--- config.mk ---
export PLATFORM = sky130hd
export DESIGN_NAME = sfifo_rd_pipe
export DESIGN_NICKNAME = d
export VERILOG_FILES = /design/src/rtl/sfifo_rd_pipe.sv
export SDC_FILE = /design/constraint.sdc
export NUM_CORES = 1
export LEC_CHECK = 0
export ABC_CLOCK_PERIOD_IN_PS = 3100
export CAP_MARGIN = 20
export CORE_ASPECT_RATIO = 0.5
export CORE_UTILIZATION = 45
export CTS_CLUSTER_DIAMETER = 40
export CTS_CLUSTER_SIZE = 20
export DETAILED_ROUTE_END_ITERATION = 10
export PLACE_DENSITY = 0.76
export SKIP_LAST_GASP = 1
export SYNTH_ARGS = -nofsm -noshare
export SYNTH_HDL_FRONTEND = slang
export SYNTH_SLANG_ARGS = --single-unit
--- constraint.sdc ---
create_clock -name clk -period 3.1 [get_ports clk]
set_clock_uncertainty 0.15 [all_clocks]
set_input_delay 0.465 -clock clk [delete_from_list [all_inputs] [get_ports clk]]
set_output_delay 0.465 -clock clk [all_outputs]
set_load 0.02 [all_outputs]
--- src/rtl/sfifo_rd_pipe.sv ---
// Drain stage for show-ahead synchronous FIFOs: pops words into a 2-entry
// registered skid buffer and presents them as a valid/ready stream.
module sfifo_rd_pipe #(
    parameter int WIDTH     = 16,
    parameter int CNT_NBITS = 16
) (
    input  logic                 clk,
    input  logic                 rstn,
    input  logic                 fifo_empty,
    input  logic [WIDTH-1:0]     fifo_dout,
    output logic                 fifo_rd,
    input  logic                 flush,
    output logic                 out_valid,
    output logic [WIDTH-1:0]     out_data,
    input  logic                 out_ready,
    output logic [1:0]           level,
    output logic                 idle,
    output logic [CNT_NBITS-1:0] xfer_cnt,
    output logic [CNT_NBITS-1:0] drop_cnt
);
    // Handshake: a word moves on every rising edge with out_valid & out_ready;
    // while out_valid & ~out_ready the head word and out_valid hold steady.
    localparam logic [1:0] OCC_EMPTY = 2'd0;
    localparam logic [1:0] OCC_ONE   = 2'd1;
    localparam logic [1:0] OCC_FULL  = 2'd2;

    logic [1:0]           occ_q, occ_d;
    logic [WIDTH-1:0]     ob0_q, ob0_d;
    logic [WIDTH-1:0]     ob1_q, ob1_d;
    logic [CNT_NBITS-1:0] xfer_cnt_q, xfer_cnt_d;
    logic [CNT_NBITS-1:0] drop_cnt_q, drop_cnt_d;
    logic [CNT_NBITS:0]   drop_sum;
    logic                 push;
    logic                 pop;

    // fifo_rd depends only on registered occupancy, so out_ready never reaches it.
    assign fifo_rd   = rstn & ~fifo_empty & (flush | (occ_q != OCC_FULL));
    assign push      = fifo_rd & ~flush;
    assign out_valid = (occ_q != OCC_EMPTY) & ~flush;
    assign pop       = out_valid & out_ready;
    assign out_data  = ob0_q;
    assign level     = occ_q;
    assign idle      = fifo_empty & (occ_q == OCC_EMPTY) & ~flush;
    assign xfer_cnt  = xfer_cnt_q;
    assign drop_cnt  = drop_cnt_q;

    assign drop_sum = {1'b0, drop_cnt_q} + (CNT_NBITS+1)'(occ_q) + (CNT_NBITS+1)'(fifo_rd);

    always_comb begin
        occ_d      = occ_q;
        ob0_d      = ob0_q;
        ob1_d      = ob1_q;
        xfer_cnt_d = xfer_cnt_q;
        drop_cnt_d = drop_cnt_q;
        if (pop) begin
            xfer_cnt_d = xfer_cnt_q + CNT_NBITS'(1);
        end
        if (flush) begin
            occ_d      = OCC_EMPTY;
            drop_cnt_d = drop_sum[CNT_NBITS] ? '1 : drop_sum[CNT_NBITS-1:0];
        end else begin
            case (occ_q)
                OCC_EMPTY: begin
                    if (push) begin
                        ob0_d = fifo_dout;
                        occ_d = OCC_ONE;
                    end
                end
                OCC_ONE: begin
                    if (push && pop) begin
                        ob0_d = fifo_dout;
                    end else if (push) begin
                        ob1_d = fifo_dout;
                        occ_d = OCC_FULL;
                    end else if (pop) begin
                        occ_d = OCC_EMPTY;
                    end
                end
                OCC_FULL: begin
                    if (pop) begin
                        ob0_d = ob1_q;
                        occ_d = OCC_ONE;
                    end
                end
                default: ;
            endcase
        end
    end

    always_ff @(posedge clk) begin
        if (!rstn) begin
            occ_q      <= OCC_EMPTY;
            ob0_q      <= '0;
            ob1_q      <= '0;
            xfer_cnt_q <= '0;
            drop_cnt_q <= '0;
        end else begin
            occ_q      <= occ_d;
            ob0_q      <= ob0_d;
            ob1_q      <= ob1_d;
            xfer_cnt_q <= xfer_cnt_d;
            drop_cnt_q <= drop_cnt_d;
        end
    end

    // Simulation-only diagnostics; stall_q remembers a held (valid, not ready) head.
    logic             stall_q, stall_d;
    logic [WIDTH-1:0] stall_data_q;

    assign stall_d = rstn & out_valid & ~out_ready;

    always_ff @(posedge clk) begin
        stall_q      <= stall_d;
        stall_data_q <= out_data;
    end

    always_ff @(posedge clk) begin
        if (rstn) begin
            assert (!(fifo_rd && fifo_empty))
                else $error("ERROR: fifo_rd asserted while fifo_empty");
            assert (!((occ_q == OCC_FULL) && push))
                else $error("ERROR: push into full output buffer");
            assert (!(stall_q && out_valid && (out_data != stall_data_q)))
                else $error("ERROR: out_data changed while stalled");
        end
    end
endmodule

## Word-level counts from Yosys, hierarchy flattened

Cells that the tools add are included.

| storage, ports and cells | value |
|---|---|
| register bits | 66 |
| input bits | 21 |

| operators by class | value |
|---|---|
| add/sub/neg operators | 3 |
| equal/unequal tests | 8 |
| mux-type cells | 11 |
| bitwise logic cells | 12 |
| reduce and logical (&&, ||, !) cells | 8 |

Operator list:

| kind | number |
|---|---|
| $mux W16 | 4 |
| $pmux W16 S3 | 1 |
| $add A16 B2 Y17 | 1 |
| $add A17 B1 Y17 | 1 |
| $add A16 B1 Y16 const B | 1 |
| $mux W2 | 5 |
| $ne A2 B2 Y1 const B | 5 |
| $reduce_and A5 Y1 | 2 |
| $and A1 B1 Y1 | 7 |
| $pmux W2 S3 | 1 |
| $not A1 Y1 | 4 |
| $reduce_and A4 Y1 | 1 |
| $ne A3 B3 Y1 const B | 1 |
| $reduce_bool A3 Y1 | 1 |
| $eq A2 B1 Y1 const B | 1 |
| $eq A2 B2 Y1 const B | 1 |
| $logic_not A2 Y1 | 1 |
| $reduce_bool A2 Y1 | 1 |
| $reduce_or A2 Y1 | 1 |
| $logic_and A1 B1 Y1 | 1 |
| $or A1 B1 Y1 | 1 |

## Depth between registers and ports, before layout

| logic depth | value |
|---|---|
| word-level depth | 7 |
| depth in mapped cells | 13 |

## Least setup slack after synthesis

OpenSTA, ideal clock, no wires.

| timing path | value |
|---|---|
| kind | register to register |
| start | register occ_q[0], in the netlist level[0] |
| end | register drop_cnt_q[10], in the netlist drop_cnt[10] |
| setup time | 0.070 ns |
| arrival | 3.783 ns |
| setup slack | -0.903 ns |
| stages on the path, launching flop included | 14 |
| cell sequence | dfxtp_1 inv_1 nand2_1 buf_2 nor2_1 nor3_1 fa_1 inv_1 fa_1 nand3b_1 nor4_2 nand4_1 buf_2 a21oi_1 |

| on the way | value |
|---|---|
| cells in the longest elaborated chain, start to end | 5 |
| elaborated cells between the ends (all ways) | 6 |
| classes of those cells | add/sub (2); eq/ne (1); mux (1); bitwise (2) |

RTL lines:

| what | RTL line | text |
|---|---|---|
| start: declaration | 27 | `logic [1:0] occ_q, occ_d;` |
| start signal: assignment | 92 | `occ_q <= OCC_EMPTY;` |
| start signal: assignment | 98 | `occ_q <= occ_d;` |
| $ne A2 B2 Y1 | 37 | `assign fifo_rd = rstn & ~fifo_empty & (flush \| (occ_q != OCC_FULL));` |
| $or A1 B1 Y1 | 37 |  |
| $and A1 B1 Y1 | 37 |  |
| named net fifo_rd | 11 | `output logic fifo_rd,` |
| $add A17 B1 Y17 | 47 | `assign drop_sum = {1'b0, drop_cnt_q} + (CNT_NBITS+1)'(occ_q) + (CNT_NBITS+1)'(fifo_rd);` |
| $mux W16 | 60 | `drop_cnt_d = drop_sum[CNT_NBITS] ? '1 : drop_sum[CNT_NBITS-1:0];` |
| end signal: assignment | 102 | `drop_cnt_q <= drop_cnt_d;` |
| end: declaration | 31 | `logic [CNT_NBITS-1:0] drop_cnt_q, drop_cnt_d;` |

The timed path passes the listed nets, and every way through them passes these cells.
A chain may end at the register's enable or synchronous reset.

## Worst setup path after layout

| timing path | value |
|---|---|
| start | input port rstn |
| end | register drop_cnt_q[10], in the netlist drop_cnt[10] |

| on the way | value |
|---|---|
| cells in the longest elaborated chain, start to end | 4 |

RTL lines:

| what | RTL line | text |
|---|---|---|
| start: declaration | 8 | `input logic rstn,` |
| $and A1 B1 Y1 (2 in series) | 37 |  |
| $add A17 B1 Y17 | 47 |  |
| $mux W16 | 60 |  |

Parallel ways exist; a longest one is shown, timed or not.

==> run_results.csv <==
group,metric,value,unit
global_route,antenna_found_initial,0,
power_and_ir_drop,p_per_area,495,nW/um^2
worst_setup_path,cp.arrival,2810,ps
worst_setup_path,path_common_cell,"fa_1",
timing,finalHoldViolCount,0,
placed_design,place.port_buffers,73,
global_route,grt_pass1_wl,11200,um
hold_path,hold_depth,2,
placed_design,dp_slack,-20.3,ps
route,drcViolationCount,0,
global_route,grt_max_degree,65,
clock_network,cts_setup_buffers,0,
worst_setup_path,slowest_stage,"clkdlybuf4s50_1",
timing,max_freq,358,MHz
final_layout,layout_common_cells,"clkdlybuf4s50_1, dfxtp_1, nor2_1, mux2i_1, a21oi_1",
yosys,synth_warnings,0,
floorplan,fp.coreArea,6310,sq um
timing,setup_violations,0,
global_route,overflow,0,
timing,relSlewSlack,51.6,%
final_layout,layout-drive-gt1-share,11.4,%
worst_setup_path,path_cells,"clkdlybuf4s50_1 > inv_2 > nor3_4 > fa_1 > inv_1 > fa_1 > nand3b_1 > buf_4 > nor3_1 > xnor2_1 > a21oi_1",
clock_network,htreeDepth,3,
worst_setup_path,endpoint_kind,"register",
yosys,yosysUniqueCellTypes,40,
yosys,synthCells,323,
yosys,synth_largest_area_cell,"dfxtp_1",
run,maxCapViolCount,0,
global_route,grt.total_usage,20.0,%
route,ant_nets,0,
clock_network,cts_sinks,66,
route,drt_iter0_drc,111,
route,wire_per_inst,13.9,um
yosys,netlist_top_cells_area,"dfxtp_1, mux2i_1, a211oi_2",
clock_network,cts_buffers,9,
timing,drv_slew,0,
timing,min_period_over_period,90.0,%
yosys,synth_seq_cells,66,
yosys,synth_nets,348,
clock_network,cts_buffer_depth,2,
yosys,ys_seq_area_share,43.2,%
worst_setup_path,cp_max_fo,3,
floorplan,die_w,119,um
timing,period_minus_slack,2790,ps
final_layout,antennaDiodeCount,0,
clock_network,clk_latency,320,ps
route,vias,2648,
route,drt_first_pass_iters,4,
placed_design,gp_congestion,0.818,
floorplan,fp.dieH,60.3,um
yosys,synth.avg_cell_area,9.46,sq um
power_and_ir_drop,power,2.07,mW
placed_design,hpwl,4580,um
power_and_ir_drop,total_leakage_power,1.61,nW
clock_network,cts_tree,"built",
worst_setup_path,critPathLaunchType,"input pin",
worst_setup_path,rrSetupSlack,420,ps
timing,tightestPinTransition,726,ps
final_layout,final_common_cell,"clkdlybuf4s50_1",
final_layout,nFillCells,527,
worst_setup_path,cp_slowest_stage_delay,490,ps
floorplan,num_rows,20,
final_layout,final_cell_area,4180,sq um
worst_setup_path,r2r_cells,12,
power_and_ir_drop,ir_drop,403,uV
worst_setup_path,required,3120,ps
route,viasPerCell,5.40,
clock_network,ctsResizeCount,0,
run_status,status,"finished clean",
placed_design,dpl-instance-area,3880,sq um
yosys,netlist_area,3060,sq um
timing,layout_setup_ws,309,ps
floorplan,num_io_pins,74,
global_route,grt_pass1_vias,2461,
final_layout,fin_nets,423,
timing,rsz0062_at_grt,"no",
floorplan,dieArea,7140,sq um
hold_path,hp-class,"reg2reg",
clock_network,postCtsHoldBufs,0,
placed_design,dp.cells,475,
clock_network,clkTransAtPathRegs,50,ps
final_layout,syn2layout_area_growth,36.8,%
yosys,yosysTopAreaCellShare,43.2,%
worst_setup_path,r2r-end,"drop_cnt[10]$_SDFFE_PN0P_",
hold_path,min_to,"ob1_q[12]$_SDFFE_PN0P_",
hold_path,hold_start,"ob1_q[12]$_SDFFE_PN0P_",
clock_network,clockRootBuffer,"clkbuf_16",
final_layout,fin_cells,490,
route,wirelength,6800,um
worst_setup_path,path_class,"in2reg",
floorplan,initial_core_util,48.5,%
worst_setup_path,worstReg2RegStart,"level[0]$_SDFFE_PP0P_",
## state kept, by name, indices dropped and copies added, names as in the netlist
| name | cells |
|---|---|
| drop_cnt | 16 |
| level | 2 |
| ob1_q | 16 |
| out_data | 16 |
| xfer_cnt | 16 |
## through the flow
step / util [%] / setup TNS [ps] / hold WS (ps)
after global routing: 66.3 / 0 / 364
after global placement: 61.5 / 0 / 311
after CTS: 66.3 / 0 / 343
after floorplan: - / 0 / 313
final: 66.3 / 0 / 345
after detailed placement: 61.5 / -42.7 / 334
## layout make-up
cell class / count / area (sq um) / share of cell area [%]
Multi-Input combinational cell: 228 / 1600 / 38.2
Tap cell: 88 / 110 / 2.63
Clock buffer: 13 / 260 / 6.23
Inverter: 8 / 30.0 / 0.719
Clock inverter: 2 / 37.5 / 0.898
Sequential cell: 66 / 1330 / 31.7
Timing Repair Buffer: 85 / 821 / 19.6
## routing by layer
| layer | global-route usage (%) | share of wire [%] | up-vias |
|---|---|---|---|
| li1 | - | - | 1304 |
| met1 | 22.3 | 45 | 1284 |
| met2 | 37.8 | 51 | 53 |
| met3 | 5.92 | 3.4 | 7 |
| met4 | 6.33 | 0.94 | 0 |
| met5 | 0 | 0 | - |
## cell families (layout without fill, tap and decap cells)
group | count (synthesis) | in the layout | share of synthesized area (%)
AOI/OAI and AO/OA | 63 | 63 | 15.2
xor gates and xnor gates | 15 | 15 | 4.30
adders and majority gates | 4 | 4 | 2.13
buffers and inverters | 29 | 108 | 5.45
DFF | 66 | 66 | 43.2
muxes | 33 | 33 | 10.8
and+or+nand+nor | 113 | 113 | 18.9
## power by group
group          switching [mW]  leakage, nW  internal [mW]
clock                   0.344        0.142          0.662
combinational          0.0957        0.937         0.0892
sequential             0.0126        0.535          0.867
total                   0.452         1.61           1.62
## cell usage after synthesis
cell        n
or3b_1      1
buf_12      1
and3_1      3
xnor2_1    11
mux2i_1    33
nor4_2      1
nor2_1     43
nand4bb_1   1
or4b_1      1
a31oi_4     1
or4_1       5
a211oi_2   14
nand2b_1    1
nor2b_1     1
nand3_1    11
buf_6       4
or3_1       7
a211oi_1    3
nor4b_1     1
dfxtp_1    66
clkbuf_1    8
xor2_1      4
a21oi_1    29
nor3_1      8
buf_2       6
ha_1        2
nand4_1     9
buf_1       1
inv_1       8
nor4_1      3
nand2_1    13
and4_1      1
nand3b_1    2
a31oi_1     1
nor4bb_1    1
o31ai_1     5
buf_4       1
fa_1        2
o21ai_0     9
o21ba_2     1
## how the worst max path moves through the flow
stage,endpoint,depth (start not counted),start
after floorplan,drop_cnt[10]$_SDFFE_PN0P_,13,level[1]$_SDFFE_PP0P_
final,drop_cnt[10]$_SDFFE_PN0P_,11,rstn
after global routing,drop_cnt[10]$_SDFFE_PN0P_,11,flush
after global placement,drop_cnt[8]$_SDFFE_PN0P_,11,rstn
after CTS,drop_cnt[10]$_SDFFE_PN0P_,11,rstn
after detailed placement,drop_cnt[10]$_SDFFE_PN0P_,11,flush
## worst max-delay path, delay by kind of cell
kind | cells | cell delay [ps]
compound gates | 1 | 80
xor+xnor | 1 | 150
fa+ha+maj | 2 | 600
buf+inv | 4 | 810
simple gates | 3 | 700
(Power assumes the default switching activity.)
